## src/rtl/alu_pkg.sv

```systemverilog
// alu_pkg: shared definitions for the ALU and its two-requester arbiter.
//   WIDTH            default operand/result width
//   OP_ADD..OP_NOT   ALUOp encodings (101-111 are illegal)
//   state_t          arbiter FSM states
//   op_legal()       true for the five defined op codes
package alu_pkg;

    localparam int unsigned WIDTH = 16;

    localparam logic [2:0] OP_ADD = 3'b000;
    localparam logic [2:0] OP_SUB = 3'b001;
    localparam logic [2:0] OP_AND = 3'b010;
    localparam logic [2:0] OP_OR  = 3'b011;
    localparam logic [2:0] OP_NOT = 3'b100;

    typedef enum logic [1:0] {
        IDLE = 2'd0,
        EXEC = 2'd1,
        RESP = 2'd2
    } state_t;

    function automatic logic op_legal(input logic [2:0] op);
        return (op <= OP_NOT);
    endfunction

endpackage

```

## src/rtl/alu.sv

```systemverilog
// alu: the shared combinational ALU.
//   A, B    operands
//   ALUOp   operation select (ADD, SUB, AND, OR, NOT A)
//   Result  result modulo 2^WIDTH; 0 for undefined op codes
//   Zero    high when Result is zero
module alu
    import alu_pkg::*;
#(
    parameter int unsigned WIDTH = alu_pkg::WIDTH
) (
    input  logic [WIDTH-1:0] A,
    input  logic [WIDTH-1:0] B,
    input  logic [2:0]       ALUOp,
    output logic [WIDTH-1:0] Result,
    output logic             Zero
);

    always_comb begin
        Result = '0;
        case (ALUOp)
            OP_ADD:  Result = A + B;
            OP_SUB:  Result = A - B;
            OP_AND:  Result = A & B;
            OP_OR:   Result = A | B;
            OP_NOT:  Result = ~A;
            default: Result = '0;
        endcase
    end

    assign Zero = (Result == '0);

endmodule

```

## src/rtl/alu_arbiter.sv

```systemverilog
// alu_arbiter: shares one ALU between two requesters with round-robin grants.
//   clk, rst             clock; asynchronous active-high reset
//   req_valid/req_ready  per-requester request handshake (bit n = requester n)
//   req_a*/req_b*/req_op* operands and op code of each requester
//   resp_valid/resp_ready per-requester response handshake
//   resp_result/zero/err registered result, Zero flag, illegal-op flag
//   busy                 high whenever the FSM is not IDLE
module alu_arbiter
    import alu_pkg::*;
#(
    parameter int unsigned WIDTH     = alu_pkg::WIDTH,
    parameter int unsigned PRIO_INIT = 0
) (
    input  logic             clk,
    input  logic             rst,
    input  logic [1:0]       req_valid,
    output logic [1:0]       req_ready,
    input  logic [WIDTH-1:0] req_a0,
    input  logic [WIDTH-1:0] req_a1,
    input  logic [WIDTH-1:0] req_b0,
    input  logic [WIDTH-1:0] req_b1,
    input  logic [2:0]       req_op0,
    input  logic [2:0]       req_op1,
    output logic [1:0]       resp_valid,
    input  logic [1:0]       resp_ready,
    output logic [WIDTH-1:0] resp_result,
    output logic             resp_zero,
    output logic             resp_err,
    output logic             busy
);

    state_t           state_q, state_d;
    logic             ptr_q;
    logic             win_q;
    logic [WIDTH-1:0] a_q, b_q;
    logic [2:0]       op_q;
    logic [WIDTH-1:0] result_q;
    logic             zero_q;
    logic             err_q;

    logic             any_req;
    logic             gnt;
    logic [WIDTH-1:0] alu_result;
    logic             alu_zero;

    alu #(.WIDTH(WIDTH)) u_alu (
        .A      (a_q),
        .B      (b_q),
        .ALUOp  (op_q),
        .Result (alu_result),
        .Zero   (alu_zero)
    );

    assign any_req = |req_valid;
    // Requester 1 wins when it is the only one asking, or both ask and it holds priority.
    assign gnt = req_valid[1] & (~req_valid[0] | ptr_q);

    always_ff @(posedge clk or posedge rst) begin
        if (rst) state_q <= IDLE;
        else     state_q <= state_d;
    end

    always_comb begin
        state_d    = state_q;
        req_ready  = '0;
        resp_valid = '0;
        case (state_q)
            IDLE: begin
                if (any_req) begin
                    req_ready[gnt] = 1'b1;
                    state_d        = EXEC;
                end
            end
            EXEC: state_d = RESP;
            RESP: begin
                resp_valid[win_q] = 1'b1;
                if (resp_ready[win_q]) state_d = IDLE;
            end
            default: state_d = IDLE;
        endcase
    end

    always_ff @(posedge clk or posedge rst) begin
        if (rst) begin
            ptr_q    <= 1'(PRIO_INIT);
            win_q    <= 1'b0;
            a_q      <= '0;
            b_q      <= '0;
            op_q     <= '0;
            result_q <= '0;
            zero_q   <= 1'b0;
            err_q    <= 1'b0;
        end else begin
            case (state_q)
                IDLE: begin
                    if (any_req) begin
                        win_q <= gnt;
                        a_q   <= gnt ? req_a1  : req_a0;
                        b_q   <= gnt ? req_b1  : req_b0;
                        op_q  <= gnt ? req_op1 : req_op0;
                    end
                end
                EXEC: begin
                    // Illegal ops report a forced zero result rather than the ALU output.
                    if (op_legal(op_q)) begin
                        result_q <= alu_result;
                        zero_q   <= alu_zero;
                        err_q    <= 1'b0;
                    end else begin
                        result_q <= '0;
                        zero_q   <= 1'b1;
                        err_q    <= 1'b1;
                    end
                end
                RESP: begin
                    if (resp_ready[win_q]) ptr_q <= ~win_q;
                end
                default: ;
            endcase
        end
    end

    assign resp_result = result_q;
    assign resp_zero   = zero_q;
    assign resp_err    = err_q;
    assign busy        = (state_q != IDLE);

endmodule

```

## config.mk

```make
export PLATFORM = sky130hd
export DESIGN_NAME = alu_arbiter
export DESIGN_NICKNAME = d
export VERILOG_FILES = /design/src/rtl/alu_pkg.sv /design/src/rtl/alu.sv /design/src/rtl/alu_arbiter.sv
export SDC_FILE = /design/constraint.sdc
export NUM_CORES = 1
export LEC_CHECK = 0
export BUFFER_PORTS_ARGS = -buffer_cell sky130_fd_sc_hd__buf_2
export CELL_PAD_IN_SITES_DETAIL_PLACEMENT = 0
export CELL_PAD_IN_SITES_GLOBAL_PLACEMENT = 2
export CORE_ASPECT_RATIO = 2
export CORE_MARGIN = 2
export CORE_UTILIZATION = 32
export CTS_CLUSTER_DIAMETER = 60
export DETAILED_ROUTE_END_ITERATION = 10
export HOLD_SLACK_MARGIN = 0.12
export PLACE_DENSITY = 0.79
export SETUP_SLACK_MARGIN = 0.4
export SLEW_MARGIN = 10
export SYNTH_ARGS = -nofsm -noshare
export SYNTH_HDL_FRONTEND = slang
export SYNTH_SLANG_ARGS = --single-unit
```

## constraint.sdc

```tcl
create_clock -name clk -period 4.52 [get_ports clk]
set_input_delay 0.904 -clock clk [delete_from_list [all_inputs] [get_ports clk]]
set_output_delay 0.904 -clock clk [all_outputs]
set_load 0.1 [all_outputs]
```

; ---- Yosys cells after proc, flatten, opt, wreduce, memory -nomap -nowiden
; Cells that the tools add are included.
[word_totals]
out_inout_bits = 23
wordCells = 60
reg_bits = 57
[op_classes]
n_reduce_logical = 10
n_eq_ne = 8
add_sub_neg = 2
magnitude_cmp = 5
muxes = 19
bitwise_logic = 7
[ops]
columns = op, n
row1 = case mux 16 bit (5 select lines), 1
row2 = two-way mux 16 bit, 3
row3 = adder 16 bit, 1
row4 = AND 16 bit, 1
row5 = logical NOT 16 bit, 1
row6 = inverter 16 bit, 1
row7 = bitwise OR 16 bit, 1
row8 = subtractor 16 bit, 1
row9 = two-way mux 2 bit, 5
row10 = == test 3 x 2 -> 1 bit (second input constant), 2
row11 = two-way mux 1 bit, 6
row12 = case mux 2 bit (3 select lines), 1
row13 = AND reduction 2 bit, 3
row14 = < comparator 1 x 2 -> 1 bit (second input constant), 2
row15 = != test 2 bit (second input constant), 2
row16 = == test 3 x 1 -> 1 bit (second input constant), 1
row17 = == test 3 bit (second input constant), 1
row18 = less-or-equal comparator 3 bit (second input constant), 1
row19 = logical NOT 3 bit, 1
row20 = two-way mux 3 bit, 1
row21 = demux 1 bit (select 1 bit), 2
row22 = == test 2 x 1 -> 1 bit (second input constant), 1
row23 = == test 2 bit (second input constant), 1
row24 = >= comparator 1 bit (second input constant), 2
row25 = other kinds (7), 9

; ---- Longest topological paths before layout
; Gate-level depths: netlist of the first run.
[depth]
word_depth = 9
mapped_depth = 17

; ---- Hierarchy
; A second synthesis of the first run with hierarchy kept.
[hier_totals]
hier_cells = 497
hier_area_um2 = 4229.1
[by_module_without_submodules]
columns = mod, cells_per_inst, n_inst, area_per_inst_um2, seq_area_each_um2
row1 = alu_arbiter, 258, 1, 2582.5, 1426.4
row2 = alu, 239, 1, 1646.6, 0.0

; ---- Worst setup path after synthesis of the first run
; Ideal clock, no wire load.
[synth_timing]
path_type = input port to output port
start = in req_valid[0]
end = out req_ready[1]
required_ns = 3.616
arrival_time_ns = 2.895
path_stages = 5
path_buffers = 2
slack_ns = 0.721
path_cell_list = inv_1 > o21ai_0 > buf_1 > buf_1 > nor2_1
[synth_between]
elab_chain_cells = 9
word_cells_on_any_way = 11
cone_classes = order compare: 2 / mux: 4 / bitwise: 3 / reduce/logical: 2
[synth_lines]
columns = element, line_no
row1 = "start, declared", alu_arbiter.sv:16  ; input logic [1:0] req_valid,
row2 = inverter 1 bit, alu_arbiter.sv:56  ; assign gnt = req_valid[1] & (~req_valid[0] | ptr_q);
row3 = bitwise OR 1 bit, alu_arbiter.sv:56
row4 = AND 1 bit, alu_arbiter.sv:56
row5 = < comparator 1 x 2 -> 1 bit (not written as such) / >= comparator 1 bit (equally long branches), alu_arbiter.sv:70  ; req_ready[gnt] = 1'b1;
row6 = logical AND 1 bit (not written as such), alu_arbiter.sv:70
row7 = two-way mux 1 bit (not written as such), alu_arbiter.sv:70
row8 = demux 1 bit (select 1 bit), alu_arbiter.sv:70
row9 = two-way mux 2 bit (*), alu_arbiter.sv:69  ; if (any_req) begin
row10 = two-way mux 2 bit (*), alu_arbiter.sv:67  ; case (state_q)
row11 = "end, declared", alu_arbiter.sv:17  ; output logic [1:0] req_ready,
; Mark *: on every way between the ends. The rest lies on a longest branch, timed or not.

; ---- Worst setup path after layout of the first run
[layout_timing]
start = reg op_q[1]
end = reg zero_q (netlist: resp_zero)
[layout_between]
elab_chain_cells = 4
word_cells_on_any_way = 9
cone_classes = order compare: 1 / eq/ne: 4 / mux: 2 / reduce/logical: 2
[layout_lines]
columns = element, line_no
row1 = "start, declared", alu_arbiter.sv:36  ; logic [2:0] op_q;
row2 = "start signal, assigned", alu_arbiter.sv:100  ; op_q <= gnt ? req_op1 : req_op0;
row3 = "== test 3 bit, or another cell as far along", alu.sv:20  ; case (ALUOp)
row4 = case mux 16 bit (5 select lines), alu.sv:20
row5 = logical NOT 16 bit, alu.sv:30  ; assign Zero = (Result == '0);
row6 = two-way mux 1 bit (*), alu_arbiter.sv:105  ; if (op_legal(op_q)) begin
row7 = "end signal, assigned", alu_arbiter.sv:107  ; zero_q <= alu_zero;
row8 = "end, declared", alu_arbiter.sv:38  ; logic zero_q;
; Marked as above.
; A chain may end at the register's enable or synchronous reset.

==> flow_summary.yaml, run 1 <==
grt:
  grt_pass1_vias: 3895
  track_usage_pct: 17.7
  grt_pass1_wl_mm: 19.7
  antenna_found_initial: 0
  grt_overflow: 0
  grt_max_degree: 73
placed_design:
  dpl-instance-area_um2: 5000
  gp_congestion: 0.814
  hpwlAfterDp_mm: 9.72
  io_buffers: 98
  pre_cts_ws_ns: 0.673
clock_tree:
  cts_buffers: 9
  holdBufCountCts: 0
  clk_path_buf_depth: 2
  cts.sinks: 57
  tritoncts: "done"
  cts_root_buffer: "clkbuf_16"
  postCtsResizedCells: 0
  clk-insertion-delay-late_ns: 0.34
  clk_pin_slew_ns: 0.05
  htreeDepth: 3
  cts_setup_buffers: 0
logic_synthesis:
  ys_async_sr_fraction_pct: 100
  syn_nets: 585
  synth-edff-count: 0
  ys_warn_count: 0
  ys_seq_area_share_pct: 33.9
  ys_seq_elements: 57
  synth-main-ff-cell: "dfrtp_1"
  synth.cell_area_um2: 4210
  synth_cells: 490
  avgSynthCellArea_um2: 8.58
  synth.distinct_cells: 65
worst_setup_path:
  rr_worst_depth: 15
  path_class: "flip-flop to flip-flop"
  r2r_slack_ns: 0.80
  cp_data_required_time_ns: 4.77
  crit_arrival_ns: 3.97
  setup.worst_path.end_class: "flip-flop"
  setup.worst_path.start: "op_q[1]"
  r2r-start: "op_q[1]"
  timing.rr.end: "resp_zero"
  endpoint: "resp_zero"
  worstPathMaxFanout: 11
  start_kind: "flip-flop"
detailed_routing:
  ant_nets: 0
  dr.pass1.iters: 4
  drt_iter0_markers: 140
  via_per_inst: 5.19
  via_count: 3909
  routedWlPerCell_um: 16.2
  wl_mm: 12.2
  route.detailed.drc: 0
sta:
  worstMarginPinSlew_ns: 1.05
  maxClockFrequency_ghz: 0.269
  post-route-period-util_pct: 82.4
  fin_tns_setup_ns: 0
  setup_ws_ns: 0.798
  whs_ns: 0.471
  drv_slew: 0
  skew_ns: 0.00929
  maxSlewHeadroom_pct: 30.1
  setup_viol: 0
  hold_viol: 0
  fin_crit_ns: 3.72
  rsz0062_at_grt: "no"
status:
  outcome: "finished, final reports clean"
cells_and_area:
  nets: 693
  area_growth_pct: 25.7
  insertedDiodeCount: 0
  fin_area_um2: 5290
  final_cell_mix: "98 x buf_2, 64 x a21oi_1, 61 x nor2_1"
  drive_above_1_share_pct: 26.1
  layout.cells.most_common: "buf_2"
hold_path:
  holdCritPathClass: "flip-flop to flip-flop"
  min_from: "resp_result[12]"
floorplan:
  fp.dieH_um: 166
  die_area_um2: 14100
  io_pins: 99
  initial_core_util_pct: 32.6
  coreArea_um2: 12900
  die_w_um: 85.1
  rows: 59
flow_run:
  max_cap_viol_count: 0
[cell type report]
type	instances	area, um2
inverter	9	33.8
timing repair buffer	126	701
sequential	57	1430
clock buffer	10	239
clock inverter	4	45.0
multi-input combinational	395	2650
tap	152	190
fill	1325	7630
[how the worst min path moves through the flow]
| stage | endpoint | slack (ns) | depth (start not counted) |
|---|---|---|---|
| after floorplan | ptr_q | 0.46 | 2 |
| after global placement | resp_result[8] | 0.46 | 2 |
| after detailed placement | resp_result[3] | 0.46 | 2 |
| after CTS | resp_result[3] | 0.48 | 2 |
| after global routing | resp_result[11] | 0.51 | 2 |
| final | resp_result[12] | 0.47 | 2 |
[layer usage]
metal / GRT usage, % / part of all wire, % / vias up / wire [um]
li1: - / - / 2003 / -
met2: 31.8 / 55 / 91 / 6660
met3: 2.63 / 3.0 / 14 / 367
met4: 7.25 / 2.1 / 0 / 260
met1: 20.5 / 40 / 1801 / 4920
met5: 0 / 0 / - / 0
[registers in the layout, summed over array words and instances (netlist names)]
register     flops
state_q          2
a_q             16
b_q             16
op_q             3
resp_result     16
resp_err         1
ptr_q            1
win_q            1
resp_zero        1
[logic make-up (layout without fill, tap and decap cells)]
| kind of cell | count (synthesis) | after routing | synth area share (%) |
|---|---|---|---|
| fa+ha+maj | 32 | 32 | 8.92 |
| flops | 57 | 57 | 33.9 |
| buf+inv | 38 | 149 | 3.48 |
| xor+xnor | 17 | 17 | 3.54 |
| compound gates | 153 | 153 | 23.5 |
| mux | 40 | 40 | 9.58 |
| simple gates | 153 | 153 | 17.1 |
[Yosys cell counts (3+ instances only)]
| cell | number | share of area, % |
|---|---|---|
| a21oi_1 | 64 | 7.6 |
| nor3_1 | 6 | 0.71 |
| xor2_1 | 9 | 1.9 |
| o211ai_1 | 3 | 0.54 |
| nor2_1 | 62 | 5.5 |
| ha_1 | 18 | 5.4 |
| and2_1 | 6 | 0.89 |
| or2_2 | 3 | 0.45 |
| a21o_1 | 4 | 0.71 |
| a2111oi_0 | 3 | 0.62 |
| nand3_1 | 4 | 0.48 |
| nand4_1 | 3 | 0.45 |
| maj3_1 | 13 | 3.1 |
| buf_1 | 3 | 0.27 |
| a22o_1 | 4 | 0.83 |
| nor2b_1 | 7 | 1.0 |
| o31ai_1 | 4 | 0.71 |
| a31oi_1 | 6 | 0.89 |
| clkbuf_1 | 23 | 2.1 |
| inv_1 | 9 | 0.80 |
| dfrtp_1 | 57 | 34 |
| o22ai_1 | 3 | 0.45 |
| o21ai_0 | 32 | 3.8 |
| buf_2 | 3 | 0.36 |
| nand2_1 | 43 | 3.8 |
| mux2i_1 | 38 | 9.0 |
| nand2b_1 | 5 | 0.74 |
| xnor2_1 | 8 | 1.7 |
[critical path, cell delays in order (launching register included)]
cell and delay (ns):
dfrtp_1 0.39, nor2_1 0.30, nand2_1 0.09, buf_4 0.21, nor2_1 0.10, a21o_1 0.16, inv_1 0.06, ha_1 0.25
nor2b_1 0.16, o31ai_1 0.37, a2111oi_0 0.19, a311oi_1 0.31, nand4_1 0.16, a2111oi_0 0.47, nand4_1 0.18, o31ai_2 0.23
[per-stage QoR]
step           util [%]  std cells
6_report           40.9        753
5_1_grt            40.9        753
4_1_cts            40.9        753
3_5_place_dp       38.7        739
3_3_place_gp       38.7        739
2_1_floorplan         -        490
Power of run 1 is not shown: default switching activity piles up to over one toggle a cycle in this logic, so the estimate is an artifact.
==> run 2: changes to the inputs <==
==> constraint.sdc (replaced) <==
create_clock -name clk -period 3.8 [get_ports clk]
set_input_delay 0.76 -clock clk [delete_from_list [all_inputs] [get_ports clk]]
set_output_delay 0.76 -clock clk [all_outputs]
set_load 0.1 [all_outputs]
==> run 2 against run 1 <==
  * Hold slack worse by 0.0051 ns
  * Fmax is 8.2% higher
  * Largest cell class unchanged
  * Final cell count is 0.40% higher
  * Register-to-register slack worse by 0.44 ns
  * Critical path type unchanged
  * Design area is 3.7% higher
  * Die area stayed put
  * Sequential share of layout area is 0.88 points lower
==> flow_summary.yaml, run 2 (synthesis gave the netlist of run 1 again) <==
sta:
  drv_slew: 0
  setup_viol: 0
  hold_viol: 0
  fin_crit_ns: 3.44
  worstMarginPinSlew_ns: 0.696
  whs_ns: 0.466
  rsz0062_at_grt: "yes"
  maxSlewHeadroom_pct: 53.6
  fin_tns_setup_ns: 0
  maxClockFrequency_ghz: 0.291
  skew_ns: 0.00668
  post-route-period-util_pct: 90.6
floorplan:
  initial_core_util_pct: 32.6
  fp.dieH_um: 166
  rows: 59
  die_area_um2: 14100
  io_pins: 99
  die_w_um: 85.1
  coreArea_um2: 12900
clock_tree:
  htreeDepth: 3
  tritoncts: "done"
  cts.sinks: 57
  clk_pin_slew_ns: 0.05
  cts_root_buffer: "clkbuf_16"
  holdBufCountCts: 0
  cts_buffers: 9
  clk-insertion-delay-late_ns: 0.34
  clk_path_buf_depth: 2
cells_and_area:
  final_cell_mix: "98 x buf_2, 61 x a21oi_1, 59 x nor2_1"
  insertedDiodeCount: 0
  drive_above_1_share_pct: 32.8
  nets: 695
  fin_area_um2: 5480
  fin_cells: 756
  area_growth_pct: 30.4
  layout.cells.most_common: "buf_2"
worst_setup_path:
  crit_chain: "inv_1 -> ha_2 -> a21oi_1 -> xnor2_1 -> ha_1 -> nor2_1 -> o21ai_0 -> o2111ai_1 -> a21o_1 -> mux2i_1 -> a221oi_2 -> nand4_1 -> o31ai_2"
  rr_worst_depth: 13
  cp.depth: 13
  crit_arrival_ns: 3.69
  path_class: "flip-flop to flip-flop"
  crit_slowest_cell: "dfrtp_2"
  path_delay_family: "compound AO/OA/AOI/OAI gates"
  cp_data_required_time_ns: 4.05
  worstPathMaxFanout: 7
  setup.worst_path.end_class: "flip-flop"
  start_kind: "flip-flop"
  slowest_delay_ns: 0.45
  path_buf_inv: 1
grt:
  grt_pass1_vias: 4037
  grt_max_degree: 73
  track_usage_pct: 18.1
  antenna_found_initial: 0
  grt_pass1_wl_mm: 20.4
  grt_overflow: 0
placed_design:
  placed_cells: 733
  dpl-instance-area_um2: 4960
  gp_congestion: 0.955
  hpwlAfterDp_mm: 9.71
  io_buffers: 98
flow_run:
  max_cap_viol_count: 0
status:
  outcome: "finished, final reports clean"
detailed_routing:
  via_per_inst: 5.37
  via_count: 4057
  drt_iter0_markers: 209
  route.detailed.drc: 0
  routedWlPerCell_um: 16.8
  dr.pass1.iters: 4
  wl_mm: 12.7
  ant_nets: 0
hold_path:
  holdCritPathClass: "input port to asynchronous set/reset pin"
run 2: cell type report:
class	instances	area, um2
multi-input cells	395	2820
clock buffers	12	256
repair buffers	128	716
fillers	1310	7430
well taps	152	190
clock inverters	3	40.0
flip-flops and latches	57	1430
inverters	9	33.8
run 2: final timing paths:
check / end / startpoint / slack, ns
max: resp_zero / b_q[1] / 0.36
max in group asynchronous: b_q[0] / rst / 2.49
min: win_q / rst / 0.47
min in group clk: resp_result[8] / resp_result[8] / 0.47
min reg2reg: resp_result[8] / resp_result[8] / 0.47
max reg2reg: resp_zero / b_q[1] / 0.36
run 2: per-layer routing:
metal	global-route usage, %	part of all wire, %	vias up
met2	32.7	53	102
met3	2.93	3.9	25
met5	0	0	-
li1	-	-	2014
met1	20.4	39	1916
met4	8.21	3.3	0
run 2: what timing repair did:
item	in CTS	in global routing
buffers inserted	3	5
gates resized for setup	13	34
setup endpoints to repair	2	3
pin swaps	5	10
run 2: per-stage QoR:
step                worst slack (ns)  util [%]
floorplan                      0.307         -
global placement               0.234      38.4
detailed placement             0.191      38.4
CTS                            0.399      41.2
global route                   0.198      42.5
finish                         0.358      42.5
Power of run 2 is left out for the same reason.
